===== config.mk =====
export PLATFORM = sky130hd
export DESIGN_NAME = fetch_unit
export DESIGN_NICKNAME = d
export VERILOG_FILES = /design/src/rtl/fetch_pkg.sv /design/src/rtl/icache_dm.sv /design/src/rtl/fetch_unit.sv
export SDC_FILE = /design/constraint.sdc
export NUM_CORES = 1
export LEC_CHECK = 0
export CORE_MARGIN = 10
export CORE_UTILIZATION = 40
export CTS_CLUSTER_DIAMETER = 40
export DETAILED_ROUTE_END_ITERATION = 12
export PLACE_DENSITY = 0.75
export REMOVE_ABC_BUFFERS = 1
export SLEW_MARGIN = 0
export SYNTH_ARGS = -nofsm -noshare
export SYNTH_HDL_FRONTEND = slang
export SYNTH_SLANG_ARGS = --single-unit

===== constraint.sdc =====
create_clock -name clk -period 1.82 [get_ports clk]
set_input_delay 0.546 -clock clk [delete_from_list [all_inputs] [get_ports clk]]
set_output_delay 0.546 -clock clk [all_outputs]
set_load 0.01 [all_outputs]

===== src/rtl/fetch_pkg.sv =====
// Shared types and parameter helpers for the bf8b instruction fetch stage.
package fetch_pkg;

    typedef enum logic [1:0] {
        IDLE = 2'd0,
        MEM  = 2'd1,
        DONE = 2'd2
    } state_e;

    // Memory beats needed to assemble one instruction.
    function automatic int fetch_beats(input int inst_width, input int m_width);
        return inst_width / m_width;
    endfunction

    // Cache index width for a power-of-two line count.
    function automatic int fetch_idx_w(input int cell_cnt);
        return $clog2(cell_cnt);
    endfunction

endpackage


===== src/rtl/icache_dm.sv =====
// Direct-mapped instruction cache: one word per line, tag plus valid bit,
// whole-cache flush that takes priority over a coincident fill.
module icache_dm
    import fetch_pkg::*;
#(
    parameter int DATA_WIDTH = 16,
    parameter int ADDR_WIDTH = 8,
    parameter int CELL_CNT   = 8
) (
    input  logic                  clk,
    input  logic                  rst,
    input  logic                  we,
    input  logic                  flush,
    input  logic [ADDR_WIDTH-1:0] addr,
    input  logic [DATA_WIDTH-1:0] data_in,
    output logic [DATA_WIDTH-1:0] data_out,
    output logic                  hit
);

    localparam int IDX_W = fetch_idx_w(CELL_CNT);
    localparam int TAG_W = ADDR_WIDTH - IDX_W;

    logic [CELL_CNT-1:0]   valid_q;
    logic [TAG_W-1:0]      tag_q  [CELL_CNT];
    logic [DATA_WIDTH-1:0] data_q [CELL_CNT];

    logic [IDX_W-1:0] idx;
    logic [TAG_W-1:0] tag;

    assign idx = addr[IDX_W-1:0];
    assign tag = addr[ADDR_WIDTH-1:IDX_W];

    // NOTE: sequential state is assigned with <= so every flop samples the
    // pre-edge values of its inputs regardless of statement order.
    always_ff @(posedge clk or posedge rst) begin
        if (rst) begin
            valid_q <= '0;
        end else if (flush) begin
            valid_q <= '0;
        end else if (we) begin
            valid_q[idx] <= 1'b1;
        end
    end

    // NOTE: tag and data arrays have no reset; the valid bits alone decide
    // whether their contents are meaningful, which keeps them plain RAM.
    always_ff @(posedge clk) begin
        if (we) begin
            tag_q[idx]  <= tag;
            data_q[idx] <= data_in;
        end
    end

    // A lookup in the flush cycle must not see lines that are being wiped.
    assign hit      = valid_q[idx] && (tag_q[idx] == tag) && !flush;
    assign data_out = data_q[idx];

endmodule


===== src/rtl/fetch_unit.sv =====
// Multi-beat instruction fetch with little-endian assembly; the direct-mapped
// cache is built only when FETCH_ICACHE_EN is defined.
module fetch_unit
    import fetch_pkg::*;
#(
    parameter int M_WIDTH    = 8,
    parameter int INST_WIDTH = 16,
    parameter int CELL_CNT   = 8
) (
    input  logic                  clk,
    input  logic                  rst,
    input  logic                  en,
    input  logic [M_WIDTH-1:0]    pc,
    input  logic                  flush,
    input  logic [M_WIDTH-1:0]    data_in,
    input  logic                  mem_ready,
    output logic [M_WIDTH-1:0]    addr,
    output logic                  mem_req,
    output logic [INST_WIDTH-1:0] inst_out,
    output logic                  ready
);

    localparam int BEATS = fetch_beats(INST_WIDTH, M_WIDTH);
    localparam int CNT_W = (BEATS > 1) ? $clog2(BEATS) : 1;
    localparam logic [CNT_W-1:0] LAST_BEAT = CNT_W'(BEATS - 1);

    state_e                state_q, state_d;
    logic [CNT_W-1:0]      beat_q, beat_d;
    logic [INST_WIDTH-1:0] asm_q, asm_d;
    logic [INST_WIDTH-1:0] inst_q, inst_d;
    logic                  ready_q, ready_d;

    logic                  xfer;
    logic                  last_beat;
    logic                  cache_we;
    logic                  cache_hit;
    logic [INST_WIDTH-1:0] cache_data;
    logic [INST_WIDTH-1:0] word;

    assign mem_req   = (state_q == MEM) && en;
    assign addr      = (state_q == MEM) ? pc + M_WIDTH'(beat_q) : pc;
    assign xfer      = mem_req && mem_ready;
    assign last_beat = (beat_q == LAST_BEAT);
    assign cache_we  = xfer && last_beat;

    // Assembly register with the incoming beat merged into its slot.
    always_comb begin
        word = asm_q;
        word[beat_q*M_WIDTH +: M_WIDTH] = data_in;
    end

    // NOTE: every output of this block gets a default first, so no path
    // through the case statement can leave a value unassigned (no latches).
    always_comb begin
        state_d = state_q;
        beat_d  = beat_q;
        asm_d   = asm_q;
        inst_d  = inst_q;
        ready_d = ready_q;
        case (state_q)
            IDLE: begin
                if (en) begin
                    if (cache_hit) begin
                        inst_d  = cache_data;
                        ready_d = 1'b1;
                        state_d = DONE;
                    end else begin
                        beat_d  = '0;
                        state_d = MEM;
                    end
                end
            end
            MEM: begin
                if (!en) begin
                    state_d = IDLE;
                end else if (xfer) begin
                    asm_d  = word;
                    beat_d = beat_q + 1'b1;
                    if (last_beat) begin
                        inst_d  = word;
                        ready_d = 1'b1;
                        state_d = DONE;
                    end
                end
            end
            DONE: begin
                if (!en) begin
                    ready_d = 1'b0;
                    state_d = IDLE;
                end
            end
            default: begin
                ready_d = 1'b0;
                state_d = IDLE;
            end
        endcase
    end

    always_ff @(posedge clk or posedge rst) begin
        if (rst) begin
            state_q <= IDLE;
            beat_q  <= '0;
            asm_q   <= '0;
            inst_q  <= '0;
            ready_q <= 1'b0;
        end else begin
            state_q <= state_d;
            beat_q  <= beat_d;
            asm_q   <= asm_d;
            inst_q  <= inst_d;
            ready_q <= ready_d;
        end
    end

    assign inst_out = inst_q;
    assign ready    = ready_q;

`ifdef FETCH_ICACHE_EN
    icache_dm #(
        .DATA_WIDTH (INST_WIDTH),
        .ADDR_WIDTH (M_WIDTH),
        .CELL_CNT   (CELL_CNT)
    ) u_icache (
        .clk      (clk),
        .rst      (rst),
        .we       (cache_we),
        .flush    (flush),
        .addr     (pc),
        .data_in  (word),
        .data_out (cache_data),
        .hit      (cache_hit)
    );
`else
    logic unused_cache_inputs;
    assign unused_cache_inputs = flush ^ cache_we;
    assign cache_hit  = 1'b0;
    assign cache_data = '0;
`endif

endmodule


==> impl_metrics.json, run 1 <==
{
  "gr-total-overflow": 0,
  "use_met1_pct": 12.8,
  "ff2ff_setup_slack_ns": 0.11,
  "portBuffers": 45,
  "final_common_cell": "dfrtp_1",
  "clock_tree.root_cell": "clkbuf_4",
  "busiest_layer": "met2",
  "power.share.switching_pct": 28.8,
  "clkPwrFrac_pct": 17.5,
  "period_needed_ns": 2.10,
  "worst_ir_drop_vdd_uv": 741,
  "route.antenna.remaining_nets": 0,
  "finalCritPeriodShare_pct": 115,
  "endpoint_kind": "output pin",
  "grt_max_degree": 29,
  "slew_headroom_pct": 77.1,
  "r2r_end": "asm_q[4]",
  "outcome": "finished with violations",
  "worstHoldPathType": "reg -> reg",
  "fmax_mhz": 477,
  "worstSetupPathType": "reg -> out",
  "crit_slowest_cell": "dfrtp_1",
  "yosys_warnings": 0,
  "grt_use_total_pct": 11.0,
  "dp_hpwl_um": 2480,
  "timing.rr.start": "beat_q",
  "leakagePower_nw": 0.994,
  "cts_buffers": 3,
  "synthCells": 94,
  "initial_core_util_pct": 41.3,
  "violations": "setup timing",
  "critPathArrivalTime_ns": 1.55,
  "first_pass_iters": 4,
  "gp_congestion": 0.750,
  "ff2ff_path_depth": 6,
  "maxSlewViolCount": 0,
  "ios": 47,
  "routedWlPerCell_um": 16.1,
  "p_int_mw": 1.67,
  "areaGrowthSynthToFinish_pct": 50.0,
  "synth_area_leaders": "dfrtp_1 (51%), mux2_4 (13%), mux2_2 (12%), buf_12 (2.9%), xnor2_1 (1.9%)",
  "cp.required_ns": 1.27,
  "htreeDepth": 1,
  "drc": 0,
  "nets": 181,
  "cp-start-kind": "flip-flop",
  "syn_area_um2": 1370,
  "worst_hold_path.endpoint": "ready",
  "clock_path_buffers": 2,
  "p_comb_share_pct": 39.7,
  "antenna_cells": 0,
  "power_switching_mw": 0.676,
  "place_ws_ns": -1.03,
  "setup_viol": 9,
  "drt_iter0_markers": 20,
  "grt_use_met2_pct": 17.9,
  "grt_pass1_vias": 1082,
  "power.density_nw_per_um2": 1150,
  "rsz0062_at_grt": "true",
  "grtUsageMet3_pct": 3.42,
  "postSynthAreaPerCell_um2": 14.5,
  "hold_viol": 0,
  "final_cell_mix": "dfrtp_1 (28), dlygate4sd2_1 (22), mux2_4 (14)",
  "die_h_um": 78.5,
  "fin_skew_ns": 0.0151,
  "synth_top_area_share_pct": 51.2,
  "cts.reportedPaths.clkPinSlew_ns": 0.14,
  "yosysTopAreaCell": "dfrtp_1",
  "clkLatencyLatePin_ns": 0.34,
  "core_um2": 3310,
  "antenna_found_initial": 0,
  "cts_tree": "built",
  "ys_types": 28,
  "worst_pin_slew_ns": 0.344,
  "die-area_um2": 6160,
  "ys_ff_latch": 28,
  "die_x_um": 78.5,
  "ys_seq_area_share_pct": 51.2,
  "drive_gt1_share_pct": 44.6,
  "rows": 21,
  "hold_path_depth": 1,
  "cts.sinks": 28,
  "path_max_fanout": 2,
  "worstPathCellList": "ha_4 -> ha_4 -> mux2_4 -> buf_6",
  "vias": 975,
  "min-delay-start": "ready",
  "grt_pass1_wl_um": 5480,
  "setup_slack_ns": -0.278,
  "fin_util_pct": 61.9,
  "drv_cap": 0,
  "routed_via_density": 4.80,
  "crit_top_cell": "ha_4",
  "drt_wl_total_um": 3260,
  "power.sequential.fraction_pct": 42.8,
  "cp_slowest_stage_delay_ns": 0.44
}
==> cell type report <==
| cell class | count | area, um^2 |
|---|---|---|
| Timing Repair Buffer | 63 | 572 |
| Clock buffer | 3 | 22.5 |
| Clock inverter | 1 | 30.0 |
| Sequential cell | 28 | 701 |
| Fill cell | 293 | 1260 |
| Multi-Input combinational cell | 60 | 661 |
| Tap cell | 46 | 57.6 |
| Inverter | 2 | 7.51 |
==> power by group through the flow <==
stage | combinational (mW) | sequential, mW | clock, mW
floorplan | 0.369 | 1.09 | 0
global placement | 1.00 | 1.01 | 0
detailed placement | 1.02 | 1.03 | 0
CTS | 0.946 | 1.01 | 0.419
global route | 1.01 | 1.04 | 0.452
finish | 0.932 | 1.01 | 0.411
==> how the worst max path moves through the flow <==
stage | start | slack (ns) | to
4_1_cts | state_q[1] | -0.30 | addr[7]
3_3_place_gp | pc[0] | -0.94 | addr[7]
6_report | beat_q | -0.28 | addr[1]
2_1_floorplan | pc[0] | -0.003 | addr[1]
5_1_grt | state_q[1] | -0.39 | addr[4]
3_5_place_dp | pc[0] | -1.03 | addr[4]
==> worst max-delay path: cells and delay by family (launching register included) <==
| family | cells | cell delay, ns |
|---|---|---|
| flops | 1 | 0.44 |
| buf+inv | 1 | 0.12 |
| fa+ha+maj | 2 | 0.41 |
| mux | 1 | 0.25 |
==> what timing repair did <==
action	4_1_cts	5_1_grt
setup buffers	5	1
hold buffers	0	0
gates resized for setup	78	5
pin swaps	10	5
setup endpoints to repair	24	19
==> registers in the layout, indices dropped and copies added, names as in the netlist <==
register	count
inst_out	16
ready	1
beat_q	1
state_q	2
asm_q	8
==> logic make-up after synthesis <==
| group | share of synthesized area, % |
|---|---|
| and+or+nand+nor | 10.2 |
| xor gates and xnor gates | 3.84 |
| adders and majority gates | 1.83 |
| AOI/OAI and AO/OA | 2.75 |
| buffers and inverters | 5.40 |
| muxes | 24.7 |
| DFF | 51.2 |
==> through the flow <==
stage	power (mW)	instances	cell area, um^2	hold WS [ns]	TNS [ns]
after global placement	2.02	194	1930	0.469	-11.86
after detailed placement	2.05	194	1930	0.468	-13.19
after global routing	2.50	203	2050	0.521	-2.79
after CTS	2.38	202	2020	0.506	-1.95
final	2.35	203	2050	0.496	-1.91
after floorplan	1.46	90	1300	0.477	-0.00325
==> synthesized netlist by cell type (all sizes together) <==
library cell / count
dfrtp: 28
mux2: 26
buf: 4
nand2: 3
nand2b: 3
nand4: 3
xnor2: 3
xor2: 3
ha: 2
inv: 2
nor3: 2
o21ai: 2
a21o: 1
a21oi: 1
a22o: 1
a31oi: 1
and2: 1
and3: 1
and4: 1
nand3: 1
nand3b: 1
nor2: 1
nor2b: 1
nor4b: 1
or2b: 1
==> layer usage <==
layer	up-vias	part of all wire (%)	routed length [um]
met5	-	0	0
met4	0	2.2	73
met3	7	6.3	205
met2	35	49	1600
met1	473	42	1380
li1	460	-	-
No activity file was read; power rests on OpenSTA's default activity.
==> inputs of run 2 (changes only) <==
--- a/config.mk
+++ b/config.mk
@@ -14,4 +14,5 @@
 export SLEW_MARGIN = 0
 export SYNTH_ARGS = -nofsm -noshare
 export SYNTH_HDL_FRONTEND = slang
+export SYNTH_HIERARCHICAL = 1
 export SYNTH_SLANG_ARGS = --single-unit
==> results of run 2 <==
No change in the layout: final DEF, timing and power equal those of run 1.
Main changes from that run: Yosys warning count 0 -> 6
==> inputs of run 3 (changes only) <==
--- a/config.mk
+++ b/config.mk
@@ -11,7 +11,7 @@
 export DETAILED_ROUTE_END_ITERATION = 12
 export PLACE_DENSITY = 0.75
 export REMOVE_ABC_BUFFERS = 1
-export SLEW_MARGIN = 0
+export SLEW_MARGIN = 20
 export SYNTH_ARGS = -nofsm -noshare
 export SYNTH_HDL_FRONTEND = slang
 export SYNTH_HIERARCHICAL = 1
==> results of run 3 <==
No change in the layout: final DEF, timing and power equal those of run 1.
Main changes from that run: Yosys warning count 0 -> 6
==> RTL edit 1: new RTL, config.mk and constraints of run 2 <==
Change the parameter `INST_WIDTH` from 16 to 8.
--- a/src/rtl/fetch_unit.sv
+++ b/src/rtl/fetch_unit.sv
@@ -4,7 +4,7 @@
     import fetch_pkg::*;
 #(
     parameter int M_WIDTH    = 8,
-    parameter int INST_WIDTH = 16,
+    parameter int INST_WIDTH = 8,
     parameter int CELL_CNT   = 8
 ) (
     input  logic                  clk,
Interface: changed (resized inst_out); port bits go from 47 to 39. The function was not compared with the original's and may differ.
==> RTL edit 1 against run 2 <==
- cell area shrank 38%
- utilization rose by 12 points
- highest routed layer unchanged
- sequential share of layout area decreased by 10 points
- die area shrank 37%
- power is 48% lower
- final cell count shrank 31%
- combinational power down 37%
- critical path depth rose by 3
- setup slack worse by 0.0065 ns
- routed wire length fell by 35%
- area after synthesis decreased by 48%
- sequential cell count is 16 lower
- the run still ends with negative setup slack left
- register-to-register slack better by 0.06 ns
- global-route usage is 0.97 points higher
==> RTL edit 1: results (changes against run 2) <==
max-cap violation count 0 (unchanged); status finished with violations; Least-Margin Pin Slew 0.462 ns (+0.118 ns); largest net degree at the start of global routing 13 (-55%); DRT iter0 DRCs 18 (-10%); Final Hold Vio Count 0 (unchanged); CTS H-tree depth 1 (unchanged); Gate Count Post-Synth 58 (-38%); input/output buffers 37 (-18%); Sw Pwr 0.346 mW (-49%); gr usage total 0.120 (+0.00973); antenna cell count 0 (unchanged); failing checks negative setup slack; Post-Layout Cell Count 141 (-31%); initial antenna violation count 0 (unchanged); global-route wire length before repair 3.38 mm (-38%); layout cells sized above 1 0.466 (+0.0197); Final WS setup -0.285 ns (-0.00646 ns); cell count after placement 132 (-32%); Worst-path clk slew 0.08 ns (-0.06 ns); arrival time worst endpoint 1.56 ns; placed wire-length estimate 1.61 mm (-35%); peak supply drop 0.679 mV (-8.4%); top cells by area, synth dfrtp_1 (42%), mux2_4 (11%), mux2_2 (8.0%); clock buffer count from CTS 3 (unchanged); register area share after synthesis 0.425 (-0.0876); fillers 134 (-54%); synthesis warning total 6 (unchanged); Final GP Congestion 0.714 (-4.8%); Skew-Pair Late Insertion Delay 0.27 ns (-0.07 ns); routed vias 671 (-31%); top cells by count, synth dfrtp_1 (12), mux2_2 (5), mux2_4 (5), xnor2_1 (4); Netlist cell types 26 (-7.1%); max FFs per register 8 (-8); DR pass1 iterations 3 (-1); clock skew 0.00331 ns (-0.0118 ns); DRT Wirelength 2.12 mm (-35%); Setup-failing EPs final 8 (-1); Post-synth ARST share 1.00 (unchanged); leakage power 0.596 nW (-40%); critical-path maximum fanout 3 (+1); vias in the first global route 754 (-30%); buffer depth of the longest clock path 2 (unchanged); worst min path class register to register; root buf cell clkbuf_4
RTL edit 1: routing by layer:
metal | up-vias | GRT usage | part of all wire
met5 | - | 0 | 0
met2 | 27 | 0.213 | 0.53
met3 | 2 | 0.0752 | 0.12
li1 | 325 | - | -
met4 | 0 | 0.0382 | 0.0047
met1 | 317 | 0.109 | 0.35
RTL edit 1: what timing repair did:
item | in CTS | in global routing
gates resized for setup | 59 | 6
setup buffers | 3 | 2
setup endpoints to repair | 9 | 8
pin swaps | 9 | 7
RTL edit 1: final cells by class:
class | count | area, um2 | area share
sequential | 12 | 300 | 0.238
multi-input combinational | 41 | 405 | 0.321
clock buffer | 4 | 36.3 | 0.0287
tap | 25 | 31.3 | 0.0248
inverter | 3 | 11.3 | 0.00892
timing repair buffer | 56 | 478 | 0.379
RTL edit 1: kinds of logic after synthesis:
kind of cell | after synthesis | synth area share
AO/OA/AOI/OAI | 6 | 0.0566
XOR/XNOR | 6 | 0.0743
adder cells (fa/ha/maj) | 2 | 0.0354
buffers and inverters | 5 | 0.0602
flip-flops | 12 | 0.425
multiplexers | 10 | 0.186
AND/OR/NAND/NOR | 17 | 0.163
RTL edit 1: path summary, 6_finish.rpt:
kind / startpoint / end / slack (ns) / depth (start not counted)
worst max-delay path: pc[0] / addr[4] / -0.28 / 7
worst min-delay path: ready / ready / 0.49 / 1
worst max register to register: state_q[1] / inst_out[5] / 0.17 / 6
worst min register to register: ready / ready / 0.49 / 1
max in group asynchronous: rst / state_q[0] / 0.93 / 2
min in group asynchronous: rst / inst_out[6] / 0.58 / 2
RTL edit 1: worst max-delay path: stages:
cell      delay [ns]
buf_2           0.11
ha_4            0.15
ha_4            0.11
nand3b_1        0.15
nor2_2          0.17
xor2_1          0.16
buf_2           0.16
RTL edit 1: power groups by stage:
stage / logic [mW] / registers [mW] / clock network, mW
floorplan: 0.184 / 0.466 / 0
global placement: 0.557 / 0.418 / 0
CTS: 0.573 / 0.423 / 0.218
detailed placement: 0.564 / 0.424 / 0
global route: 0.633 / 0.435 / 0.236
finish: 0.583 / 0.424 / 0.211
RTL edit 1: per-stage QoR:
stage / hold slack, ns / worst slack, ns / instance area, um2 / TNS [ns] / utilization
after floorplan: 0.411 / -0.204 / 676 / -0.341 / -
after global placement: 0.465 / -1.12 / 1180 / -8.49 / 0.692
after detailed placement: 0.470 / -1.15 / 1180 / -8.90 / 0.692
after CTS: 0.488 / -0.275 / 1230 / -1.80 / 0.721
after global routing: 0.524 / -0.399 / 1260 / -2.65 / 0.739
final: 0.487 / -0.285 / 1260 / -1.89 / 0.739
==> RTL edit 2: new RTL, settings of run 2 <==
Without the edit above. Encoding of `state_e`: now one-hot (3 bits for 3 states).
--- a/src/rtl/fetch_pkg.sv
+++ b/src/rtl/fetch_pkg.sv
@@ -1,10 +1,10 @@
 // Shared types and parameter helpers for the bf8b instruction fetch stage.
 package fetch_pkg;
 
-    typedef enum logic [1:0] {
-        IDLE = 2'd0,
-        MEM  = 2'd1,
-        DONE = 2'd2
+    typedef enum logic [2:0] {
+        IDLE = 3'b001,
+        MEM  = 3'b010,
+        DONE = 3'b100
     } state_e;
 
     // Memory beats needed to assemble one instruction.
Formal check against the unedited RTL: same outputs for any inputs over 10 cycles, from zero or initial values and one cycle with rst high; not proved beyond that.
==> RTL edit 2 against run 2 <==
- the run still ends with negative setup slack left
- power decreased by 25%
- cell area is 5.1% higher
- clock power decreased by 4%
- die area is 0.41% higher
- routed wire length rose by 18%
- register-to-register slack better by 0.04 ns
- critical path depth up 1
- area after synthesis grew 0.55%
- setup slack got worse by 0.056 ns
- utilization is 2.7 points higher
- sequential cell count rose by 1
- largest cell class unchanged
==> RTL edit 2: results (changes against run 2) <==
WL met3 318 um (+55%); Setup-failing EPs final 9 (unchanged); non-clk buf share 0.290 (+0.0114); met3 Use GR 0.0615 (+0.0273); gr usage total 0.118 (+0.00806); failing checks negative setup slack; Worst-path clk slew 0.09 ns (-0.05 ns); final net count 196 (+8.3%); met2 routed WL 1.93 mm (+21%); CP max stage cell dfstp_2; clk cell area share 0.0255 (-0.0000885); critical-path maximum fanout 3 (+1); layout cells sized above 1 0.451 (+0.00501); Worst path max stage delay 0.55 ns (+0.11 ns); top cells by area, synth dfrtp_1 (51%), mux2_4 (13%), mux2_2 (11%); Seq cells post-synth 29 (+3.6%); status finished with violations; pwr dens 812 mW/mm2 (-29%); vias in the first global route 1,150 (+6.3%); Synth Area in Adders 0.0182 (-0.0000999); syn avg cell area 14.0 um2 (-3.6%); met2 Usage GRT 0.206 (+0.0263); clock skew 0.00284 ns (-0.0122 ns); Netlist cell types 26 (-7.1%); register area share after synthesis 0.529 (+0.0163); Final WS setup -0.334 ns (-0.0559 ns); Skew-Pair Late Insertion Delay 0.32 ns (-0.02 ns); GRT met1 Usage 0.116 (-0.0125); fillers 287 (-2.0%); clk_buf instances 7 (+4); Non-CTS buffers 68 (+7.9%); area occupied by multi-input gates 687 um2 (+4.0%); placed wire-length estimate 2.63 mm (+6.4%); Final GP Congestion 0.841 (+12%)
==> RTL edit 2: cells by family after synthesis <==
kind of cell               after synthesis
and+or+nand+nor                         25
AOI/OAI and AO/OA                        5
adders and majority gates                2
DFF                                     29
xor gates and xnor gates                 7
buffers and inverters                    4
muxes                                   26
==> RTL edit 2: timing repair <==
item                       4_1_cts  5_1_grt
buffers inserted                 6        3
resized for setup               59       12
setup endpoints to repair       27       28
pin swaps                       13        8
gates cloned                     1        2
==> RTL edit 2: power by group <==
group / internal, mW / switching (mW)
clock: 0.182 / 0.211
combinational: 0.314 / 0.189
sequential: 0.779 / 0.0751
total: 1.28 / 0.476
==> RTL edit 2: path summary, 6_finish.rpt <==
kind                            start           end  slack, ns  cells past startpoint
setup / recovery           state_q[0]       addr[1]      -0.33                      5
hold / removal                  ready         ready       0.50                      1
setup reg to reg           state_q[2]  inst_out[13]       0.15                      5
hold reg to reg                 ready         ready       0.50                      1
max in group asynchronous         rst    state_q[0]       0.93                      3
min in group asynchronous         rst      asm_q[1]       0.58                      3
